`config.mk`:
```
export PLATFORM = sky130hd
export DESIGN_NAME = fpu_req_sequencer_flat
export DESIGN_NICKNAME = d
export VERILOG_FILES = /design/src/rtl/fpu_req_sequencer_if.sv /design/src/rtl/fpu_req_sequencer.sv /design/src/flat_wrapper.sv
export SDC_FILE = /design/constraint.sdc
export NUM_CORES = 1
export LEC_CHECK = 0
export ABC_AREA = 1
export BUFFER_PORTS_ARGS = -buffer_cell sky130_fd_sc_hd__clkbuf_2
export CAP_MARGIN = 20
export CORE_MARGIN = 2
export CORE_UTILIZATION = 50
export CTS_CLUSTER_SIZE = 20
export DETAILED_ROUTE_END_ITERATION = 12
export PLACE_DENSITY = 0.85
export RECOVER_POWER = 50
export SLEW_MARGIN = 20
export SYNTH_ARGS = -nofsm -noshare
export SYNTH_HDL_FRONTEND = slang
export SYNTH_SLANG_ARGS = --single-unit
```
`constraint.sdc`:
```
create_clock -name clk -period 4.4 [get_ports clk]
set_clock_uncertainty 0.05 [all_clocks]
set_input_delay 0.44 -clock clk [delete_from_list [all_inputs] [get_ports clk]]
set_output_delay 0.44 -clock clk [all_outputs]
set_load 0.005 [all_outputs]
```
`src/rtl/fpu_req_sequencer_if.sv`:
```
// Request/ALU/response bundle for the FPU request sequencer.
// slave is the sequencer's view; master is the requester/ALU/consumer side.
interface fpu_req_sequencer_if;
   logic        req_valid;
   logic        req_ready;
   logic [1:0]  req_oper;
   logic [31:0] req_a;
   logic [31:0] req_b;
   logic [31:0] input1;
   logic [31:0] input2;
   logic [1:0]  oper;
   logic [31:0] result;
   logic        overflow;
   logic        underflow;
   logic        exception;
   logic        rsp_valid;
   logic        rsp_ready;
   logic [31:0] rsp_result;
   logic [2:0]  rsp_flags;
   logic [1:0]  rsp_oper;

   modport slave (
      input  req_valid, req_oper, req_a, req_b, result, overflow, underflow, exception,
             rsp_ready,
      output req_ready, input1, input2, oper, rsp_valid, rsp_result, rsp_flags, rsp_oper
   );

   modport master (
      output req_valid, req_oper, req_a, req_b, result, overflow, underflow, exception,
             rsp_ready,
      input  req_ready, input1, input2, oper, rsp_valid, rsp_result, rsp_flags, rsp_oper
   );
endinterface

```
`src/rtl/fpu_req_sequencer.sv`:
```
// Sequences one request at a time through a combinational FPU: holds operands for
// SETTLE_CYCLES edges, captures result and flags, then holds the response until taken.
module fpu_req_sequencer #(
   parameter int unsigned SETTLE_CYCLES = 2,
   parameter int unsigned CNT_W         = 8
) (
   input  logic                  clk,
   input  logic                  rst_n,
   fpu_req_sequencer_if.slave    bus,
   output logic [CNT_W-1:0]      exc_count
);

   typedef enum logic [1:0] {StIdle, StSettle, StResp} state_e;

   state_e            state_q, state_d;
   logic [3:0]        cnt_q, cnt_d;
   logic [31:0]       input1_q, input1_d;
   logic [31:0]       input2_q, input2_d;
   logic [1:0]        oper_q, oper_d;
   logic [1:0]        rsp_oper_q, rsp_oper_d;
   logic [31:0]       rsp_result_q, rsp_result_d;
   logic [2:0]        rsp_flags_q, rsp_flags_d;
   logic              rsp_valid_q, rsp_valid_d;
   logic [CNT_W-1:0]  exc_count_q, exc_count_d;
   logic [2:0]        alu_flags;

   assign alu_flags = {bus.exception, bus.overflow, bus.underflow};

   always_comb begin
      state_d      = state_q;
      cnt_d        = cnt_q;
      input1_d     = input1_q;
      input2_d     = input2_q;
      oper_d       = oper_q;
      rsp_oper_d   = rsp_oper_q;
      rsp_result_d = rsp_result_q;
      rsp_flags_d  = rsp_flags_q;
      rsp_valid_d  = rsp_valid_q;
      exc_count_d  = exc_count_q;
      unique case (state_q)
         StIdle: begin
            if (bus.req_valid) begin
               input1_d   = bus.req_a;
               input2_d   = bus.req_b;
               oper_d     = bus.req_oper;
               rsp_oper_d = bus.req_oper;
               cnt_d      = 4'(SETTLE_CYCLES - 1);
               state_d    = StSettle;
            end
         end
         StSettle: begin
            if (cnt_q != 4'd0) begin
               cnt_d = cnt_q - 4'd1;
            end else begin
               rsp_result_d = bus.result;
               rsp_flags_d  = alu_flags;
               rsp_valid_d  = 1'b1;
               // Saturate rather than wrap so a long error burst stays visible.
               if ((|alu_flags) && (exc_count_q != '1)) begin
                  exc_count_d = exc_count_q + CNT_W'(1);
               end
               state_d = StResp;
            end
         end
         StResp: begin
            if (bus.rsp_ready) begin
               rsp_valid_d = 1'b0;
               state_d     = StIdle;
            end
         end
         default: state_d = StIdle;
      endcase
   end

   always_ff @(posedge clk or negedge rst_n) begin
      if (!rst_n) begin
         state_q      <= StIdle;
         cnt_q        <= 4'd0;
         input1_q     <= 32'd0;
         input2_q     <= 32'd0;
         oper_q       <= 2'd0;
         rsp_oper_q   <= 2'd0;
         rsp_result_q <= 32'd0;
         rsp_flags_q  <= 3'd0;
         rsp_valid_q  <= 1'b0;
         exc_count_q  <= '0;
      end else begin
         state_q      <= state_d;
         cnt_q        <= cnt_d;
         input1_q     <= input1_d;
         input2_q     <= input2_d;
         oper_q       <= oper_d;
         rsp_oper_q   <= rsp_oper_d;
         rsp_result_q <= rsp_result_d;
         rsp_flags_q  <= rsp_flags_d;
         rsp_valid_q  <= rsp_valid_d;
         exc_count_q  <= exc_count_d;
      end
   end

   // Ready is held low while reset is asserted, not just after the first edge.
   assign bus.req_ready  = rst_n && (state_q == StIdle);
   assign bus.input1     = input1_q;
   assign bus.input2     = input2_q;
   assign bus.oper       = oper_q;
   assign bus.rsp_valid  = rsp_valid_q;
   assign bus.rsp_result = rsp_result_q;
   assign bus.rsp_flags  = rsp_flags_q;
   assign bus.rsp_oper   = rsp_oper_q;
   assign exc_count      = exc_count_q;

endmodule

```
`src/flat_wrapper.sv`:
```
// flat-port wrapper written by rule: the top's interface ports become plain ports
module fpu_req_sequencer_flat 
#(
   parameter int unsigned SETTLE_CYCLES = 2,
   parameter int unsigned CNT_W         = 8
)
  (clk, rst_n, exc_count, bus_req_valid, bus_req_oper, bus_req_a, bus_req_b, bus_result, bus_overflow, bus_underflow, bus_exception, bus_rsp_ready, bus_req_ready, bus_input1, bus_input2, bus_oper, bus_rsp_valid, bus_rsp_result, bus_rsp_flags, bus_rsp_oper);
  fpu_req_sequencer_if bus_i ();
  input  logic clk;
  input  logic rst_n;
  output logic [CNT_W-1:0] exc_count;
  input wire logic [$bits(bus_i.req_valid)-1:0] bus_req_valid;
  input wire logic [$bits(bus_i.req_oper)-1:0] bus_req_oper;
  input wire logic [$bits(bus_i.req_a)-1:0] bus_req_a;
  input wire logic [$bits(bus_i.req_b)-1:0] bus_req_b;
  input wire logic [$bits(bus_i.result)-1:0] bus_result;
  input wire logic [$bits(bus_i.overflow)-1:0] bus_overflow;
  input wire logic [$bits(bus_i.underflow)-1:0] bus_underflow;
  input wire logic [$bits(bus_i.exception)-1:0] bus_exception;
  input wire logic [$bits(bus_i.rsp_ready)-1:0] bus_rsp_ready;
  output wire logic [$bits(bus_i.req_ready)-1:0] bus_req_ready;
  output wire logic [$bits(bus_i.input1)-1:0] bus_input1;
  output wire logic [$bits(bus_i.input2)-1:0] bus_input2;
  output wire logic [$bits(bus_i.oper)-1:0] bus_oper;
  output wire logic [$bits(bus_i.rsp_valid)-1:0] bus_rsp_valid;
  output wire logic [$bits(bus_i.rsp_result)-1:0] bus_rsp_result;
  output wire logic [$bits(bus_i.rsp_flags)-1:0] bus_rsp_flags;
  output wire logic [$bits(bus_i.rsp_oper)-1:0] bus_rsp_oper;
  assign bus_i.req_valid = bus_req_valid;
  assign bus_i.req_oper = bus_req_oper;
  assign bus_i.req_a = bus_req_a;
  assign bus_i.req_b = bus_req_b;
  assign bus_i.result = bus_result;
  assign bus_i.overflow = bus_overflow;
  assign bus_i.underflow = bus_underflow;
  assign bus_i.exception = bus_exception;
  assign bus_i.rsp_ready = bus_rsp_ready;
  assign bus_req_ready = bus_i.req_ready;
  assign bus_input1 = bus_i.input1;
  assign bus_input2 = bus_i.input2;
  assign bus_oper = bus_i.oper;
  assign bus_rsp_valid = bus_i.rsp_valid;
  assign bus_rsp_result = bus_i.rsp_result;
  assign bus_rsp_flags = bus_i.rsp_flags;
  assign bus_rsp_oper = bus_i.rsp_oper;
  fpu_req_sequencer #(.SETTLE_CYCLES(SETTLE_CYCLES), .CNT_W(CNT_W)) u_core (.clk(clk), .rst_n(rst_n), .bus(bus_i), .exc_count(exc_count));
endmodule
```
==> run_results.csv, run 1 <==
group,metric,value,unit
drt,dr.pass1.iters,4,
drt,drtAntennaViolNets,0,
global_route,overflow,0,
sta,fmax,377,MHz
sta,worstMarginPinSlew,1770,ps
synthesis,synth_nets,655,
die,pin_count,218,
pwr,p_clk_share,27.8,%
placed_design,port_buffers,217,
pwr,pwr-share-seq,39.2,%
synthesis,synth_cell_types,24,
pwr,ir_worst_vdd,371,uV
clock_tree,clkLatencyLatePin,500,ps
finish,fin_nets,866,
clock_tree,cts-root-buf,"clkbuf_8",
sta,relSlewSlack,-17.7,%
clock_tree,clockBufferDepth,2,
sta,min_period,2650,ps
synthesis,ys_async_sr_fraction,100,%
clock_tree,cts_tree,"yes",
synthesis,synth-seq-cells,116,
pwr,p_leak,3.52,nW
sta,rsz0062_at_grt,"false",
die,die_area,10300,um2
setup_path,start_kind,"primary input",
synthesis,synth-warning-count,0,
die,die_y,101,um
clock_tree,postCtsSetupBuffers,0,
global_route,grt.total_usage,23.8,%
die,die_width,101,um
setup_path,end_kind,"async pin",
clock_tree,clock_sinks,116,
global_route,grt_pass1_vias,4184,
global_route,antenna_found_initial,0,
clock_tree,clk_pin_slew_worst_paths,60,ps
drt,drt_iter0_markers,190,
finish,n_antenna_cell,0,
synthesis,avgSynthCellArea,8.65,um2
die,initial_utilization,51.3,%
finish,drive_above_1_share,23.2,%
finish,area_growth,34.2,%
setup_path,cp_max_fo,74,
setup_path,crit_type,"primary input to async pin",
sta,hold_viol,0,
pwr,power.switching,1.74,mW
clock_tree,holdBufCountCts,1,
synthesis,yosysSeqAreaShare,61.2,%
sta,hold_ws,91.4,ps
clock_tree,htreeDepth,4,
global_route,grt_pass1_wl,19.1,mm
sta,slew_violations,75,
pwr,pwr-share-comb,33.0,%
synthesis,yosys.area.top_type,"dfrtp_1",
sta,fin_crit_sh,60.2,%
placed_design,hpwlAfterDp,8.54,mm
drt,route.vias.total,4347,
setup_path,cp_data_required_time,4610,ps
synthesis,ys_top_cells_by_area,"dfrtp_1 61%, nand2_1 22%, nand3_1 7.3%",
setup_path,arrival,2860,ps
pwr,finalPower,4.76,mW
run_status,outcome,"finished, violations left",
synthesis,synth.cell_area,4740,um2
placed_design,place_congestion,0.775,
die,rows,35,
min_path,hp-class,"primary input to flip-flop",
job,cap_violations,1,
drt,drc_errors,0,
synthesis,syn_inst,548,
pwr,p_sw_share,36.5,%
synthesis,ys.flop_type,"dfrtp_1",
pwr,pwr_density_cell,748,nW/um2
drt,wire_per_inst,13.6,um
clock_tree,post_cts_resized,0,
synthesis,yosys.area.top_type_share,61.2,%
sta,setup_viol,0,
clock_tree,numCtsBuffers,17,
pwr,p_int,3.02,mW
drt,via_per_inst,4.84,
global_route,grt_max_degree,75,
die,core-area,9240,um2
drt,wl,12.2,mm
run_status,violations,"capacitance limit, slew limit",
sta,setup_tns,0,ps
synthesis,synth_edf_count,0,
power by group through the flow:
stage / Sequential [mW] / Combinational, mW / Clock, mW
2_1_floorplan: 1.88 / 0.879 / 0
3_3_place_gp: 1.85 / 1.59 / 0
3_5_place_dp: 1.87 / 1.67 / 0
4_1_cts: 1.86 / 1.67 / 1.34
5_1_grt: 1.92 / 1.82 / 1.39
6_report: 1.86 / 1.57 / 1.32
placed cells by master (no fill, tap or decap), types with 3 or more instances in the layout:
cell       synthesis  layout
buf_4              3       4
nor2_1            12      11
clkbuf_1          10      78
o21ai_0            4       4
inv_1             14      14
a21oi_1            4       4
bufinv_16          0       3
dfrtp_1          116     116
o21ai_1            3       3
clkinv_2           0       4
nand2_1          279     278
nor2_4             2       3
clkbuf_2           0     141
clkbuf_16          0      16
nand4_1            4       4
nand3_1           69      70
per-layer routing:
metal	wire [um]	vias to the layer above	part of all wire [%]	track usage, %
li1	-	2142	-	-
met1	4870	2017	40	28.5
met2	6280	166	51	40.9
met3	826	22	6.8	6.56
met4	242	0	2.0	9.36
met5	0	-	0	0
flip-flops by register name, summed over array words and instances, names as in the netlist:
register,count
u_core.exc_count,8
u_core.bus.input1,32
u_core.bus.rsp_result,32
u_core.cnt_q,4
u_core.state_q,2
u_core.bus.rsp_valid,1
u_core.bus.input2,32
u_core.bus.rsp_flags,3
u_core.bus.oper,2
metrics by stage:
stage | cell area, um2 | worst slack [ps] | instances | utilization, %
final | 6360 | 1750 | 899 | 68.8
after global routing | 6360 | 1260 | 899 | 68.8
after CTS | 6460 | 1670 | 899 | 69.9
after detailed placement | 5880 | 1680 | 868 | 63.6
after global placement | 5880 | 1780 | 868 | 63.6
after floorplan | 4740 | 2960 | 548 | -
cell usage after synthesis, drive strengths merged (2+ instances only):
cell type / instances
inv: 15
dfrtp: 116
o21ai: 7
a21oi: 4
clkbuf: 10
buf: 20
nor2: 14
xor2: 2
nand3: 70
nand2: 280
nand4: 4
ha: 2
kinds of logic after synthesis:
kind of cell             share of synthesized area (%)
AO/OA/AOI/OAI                                     1.32
XOR/XNOR                                         0.554
adder cells (fa/ha/maj)                          0.528
buffers and inverters                             4.36
flip-flops                                        61.2
AND/OR/NAND/NOR                                   32.0
path summary, 6_finish.rpt:
path	start	endpoint	slack [ps]	depth (start not counted)
setup / recovery	rst_n	u_core.bus.input2[8]	1750	3
hold reg to reg	u_core.bus.rsp_result[9]	u_core.bus.rsp_result[9]	420	2
setup reg to reg	u_core.state_q[0]	u_core.cnt_q[1]	2080	5
min in group asynchronous	rst_n	u_core.bus.rsp_result[5]	440	2
max in group clk	rst_n	bus_req_ready	2040	4
hold / removal	bus_result[17]	u_core.bus.rsp_result[17]	90	3
critical path, cell delays in order:
cell,delay [ps]
dlygate4sd3_1,530
buf_4,460
clkbuf_2,1380
area by class of cell:
cell class	count	area, um2
fill	780	2880
clock inverter	10	134
inverter	15	56.3
tap	129	161
sequential	116	2900
timing repair buffer	222	1030
clock buffer	20	435
multi-input combinational	387	1640
Power figures use the tool's default switching activity.
==> run 2, diff against run 1 <==
- CORE_UTILIZATION: 50 -> 42
- PLACE_DENSITY: 0.85 -> 0.76
- clock period: 4.4 -> 2.35 ns (I/O delays scaled with it)
==> run 2 against run 1 <==
Against the previous run: highest routed layer unchanged; critical endpoint is now u_core.exc_count[7]; count of clock-buffer cells in the layout rose by 5; non-clock buffer count up 78; the run now ends clean; utilization down 3.9 points; cell area increased by 12%.
==> run_results.csv, run 2 (same netlist as run 1, synthesis figures left out) <==
group,metric,value,unit
clock_tree,clkLatencyLatePin,410,ps
placed_design,port_buffers,217,
pwr,pwr_density_cell,1250,nW/um2
drt,drc_errors,0,
pwr,ir_worst_vdd,622,uV
job,cap_violations,0,
finish,n_antenna_cell,0,
placed_design,hpwlAfterDp,8.43,mm
finish,area_growth,49.9,%
die,pin_count,218,
global_route,overflow,0,
sta,fmax,553,MHz
finish,layout_commonest_cell,"nand2_1",
setup_path,arrival,2050,ps
clock_tree,cts_tree,"yes",
finish,fillers,940,
finish,drive_above_1_share,20.2,%
setup_path,crit_type,"flip-flop to flip-flop",
drt,drt_iter0_markers,277,
placed_design,placed_cells,882,
finish,fin_nets,944,
drt,dr.pass1.iters,5,
die,core-area,10900,um2
sta,rsz0062_at_grt,"false",
clock_tree,post_cts_resized,0,
global_route,grt_pass1_vias,4489,
finish,mostFrequentLayoutCells,"278 x nand2_1, 131 x clkbuf_2, 116 x dfrtp_1",
clock_tree,clock_sinks,116,
finish,fin_util,65.0,%
sta,relSlewSlack,14.4,%
global_route,antenna_found_initial,0,
die,die_y,110,um
clock_tree,clockBufferDepth,2,
sta,min_period,1810,ps
sta,worstMarginPinSlew,1280,ps
die,rows,38,
drt,via_per_inst,4.81,
placed_design,place_congestion,0.849,
sta,fin_crit_sh,77.0,%
sta,slew_violations,0,
clock_tree,cts-root-buf,"clkbuf_16",
drt,wire_per_inst,14.0,um
sta,setup_tns,0,ps
sta,setup_viol,0,
die,die_area,12200,um2
clock_tree,htreeDepth,4,
setup_path,cp_data_required_time,2600,ps
drt,wl,13.8,mm
pwr,p_leak,3.81,nW
sta,hold_viol,0,
run_status,outcome,"finished, final reports clean",
global_route,grt.total_usage,22.6,%
sta,hold_ws,17.3,ps
drt,route.vias.total,4753,
finish,stdcell_count,988,
global_route,grt_max_degree,67,
setup_path,start_kind,"flip-flop",
die,die_width,110,um
clock_tree,numCtsBuffers,17,
setup_path,end_kind,"flip-flop",
die,initial_utilization,43.3,%
setup_path,cp_max_fo,41,
clock_tree,clk_pin_slew_worst_paths,50,ps
min_path,hp-class,"primary input to flip-flop",
global_route,grt_pass1_wl,21.0,mm
drt,drtAntennaViolNets,0,
run 2: cell count changes in the layout (fill, tap and decap cells not counted), moves of 2 or more:
| cell | delta |
|---|---|
| dlygate4sd3_1 | +75 |
| clkbuf_1 | +10 |
| clkbuf_2 | -10 |
| bufinv_16 | -3 |
| clkbuf_8 | +3 |
| buf_1 | +2 |
| clkinvlp_4 | -2 |
run 2: cell type report:
type	instances	area (um2)	area share (%)
Clock inverter	5	25.0	0.352
Tap cell	140	175	2.47
Inverter	15	56.3	0.792
Sequential cell	116	2900	40.9
Clock buffer	25	505	7.11
Timing Repair Buffer	300	1800	25.3
Multi-Input combinational cell	387	1640	23.1
run 2: through the flow:
step	cell area, um2	power [mW]	setup WS, ps
3_5_place_dp	5930	6.64	534
2_1_floorplan	4740	5.17	907
4_1_cts	7220	9.08	522
3_3_place_gp	5930	6.48	622
6_report	7110	8.88	541
5_1_grt	7110	9.58	403
run 2: report_power, final:
part	internal [mW]	total, mW	switching (mW)
combinational	1.19	3.08	1.89
clock	1.46	2.29	0.825
sequential	2.94	3.52	0.580
run 2: final timing paths:
check,start,to,slack (ps),cells after the start
worst max-delay path,u_core.cnt_q[0],u_core.exc_count[7],540,8
max in group asynchronous,rst_n,u_core.bus.input2[28],660,3
worst min register to register,u_core.bus.input1[12],u_core.bus.input1[12],420,2
worst min-delay path,bus_req_b[8],u_core.bus.input2[8],20,3
worst max register to register,u_core.cnt_q[0],u_core.exc_count[7],540,8
min in group asynchronous,rst_n,u_core.bus.input1[13],600,3
run 2: layer usage:
| metal | GRT usage, % | vias up | routed length, um |
|---|---|---|---|
| met2 | 38.0 | 192 | 6870 |
| met1 | 26.3 | 2228 | 5560 |
| li1 | - | 2297 | - |
| met5 | 0 | - | 0 |
| met3 | 7.29 | 36 | 979 |
| met4 | 10.4 | 0 | 377 |
run 2: worst max-delay path, stage by stage (launching register included):
cell	delay, ps
dfrtp_1	380
inv_1	60
ha_1	230
nand2_1	150
nor2_4	60
inv_2	500
nor2_4	120
nand2_1	90
nand2_1	50
run 2: repair_timing:
action                    CTS  global route
hold endpoints to repair  172             0
hold buffers               76             0
setup buffers               0             0
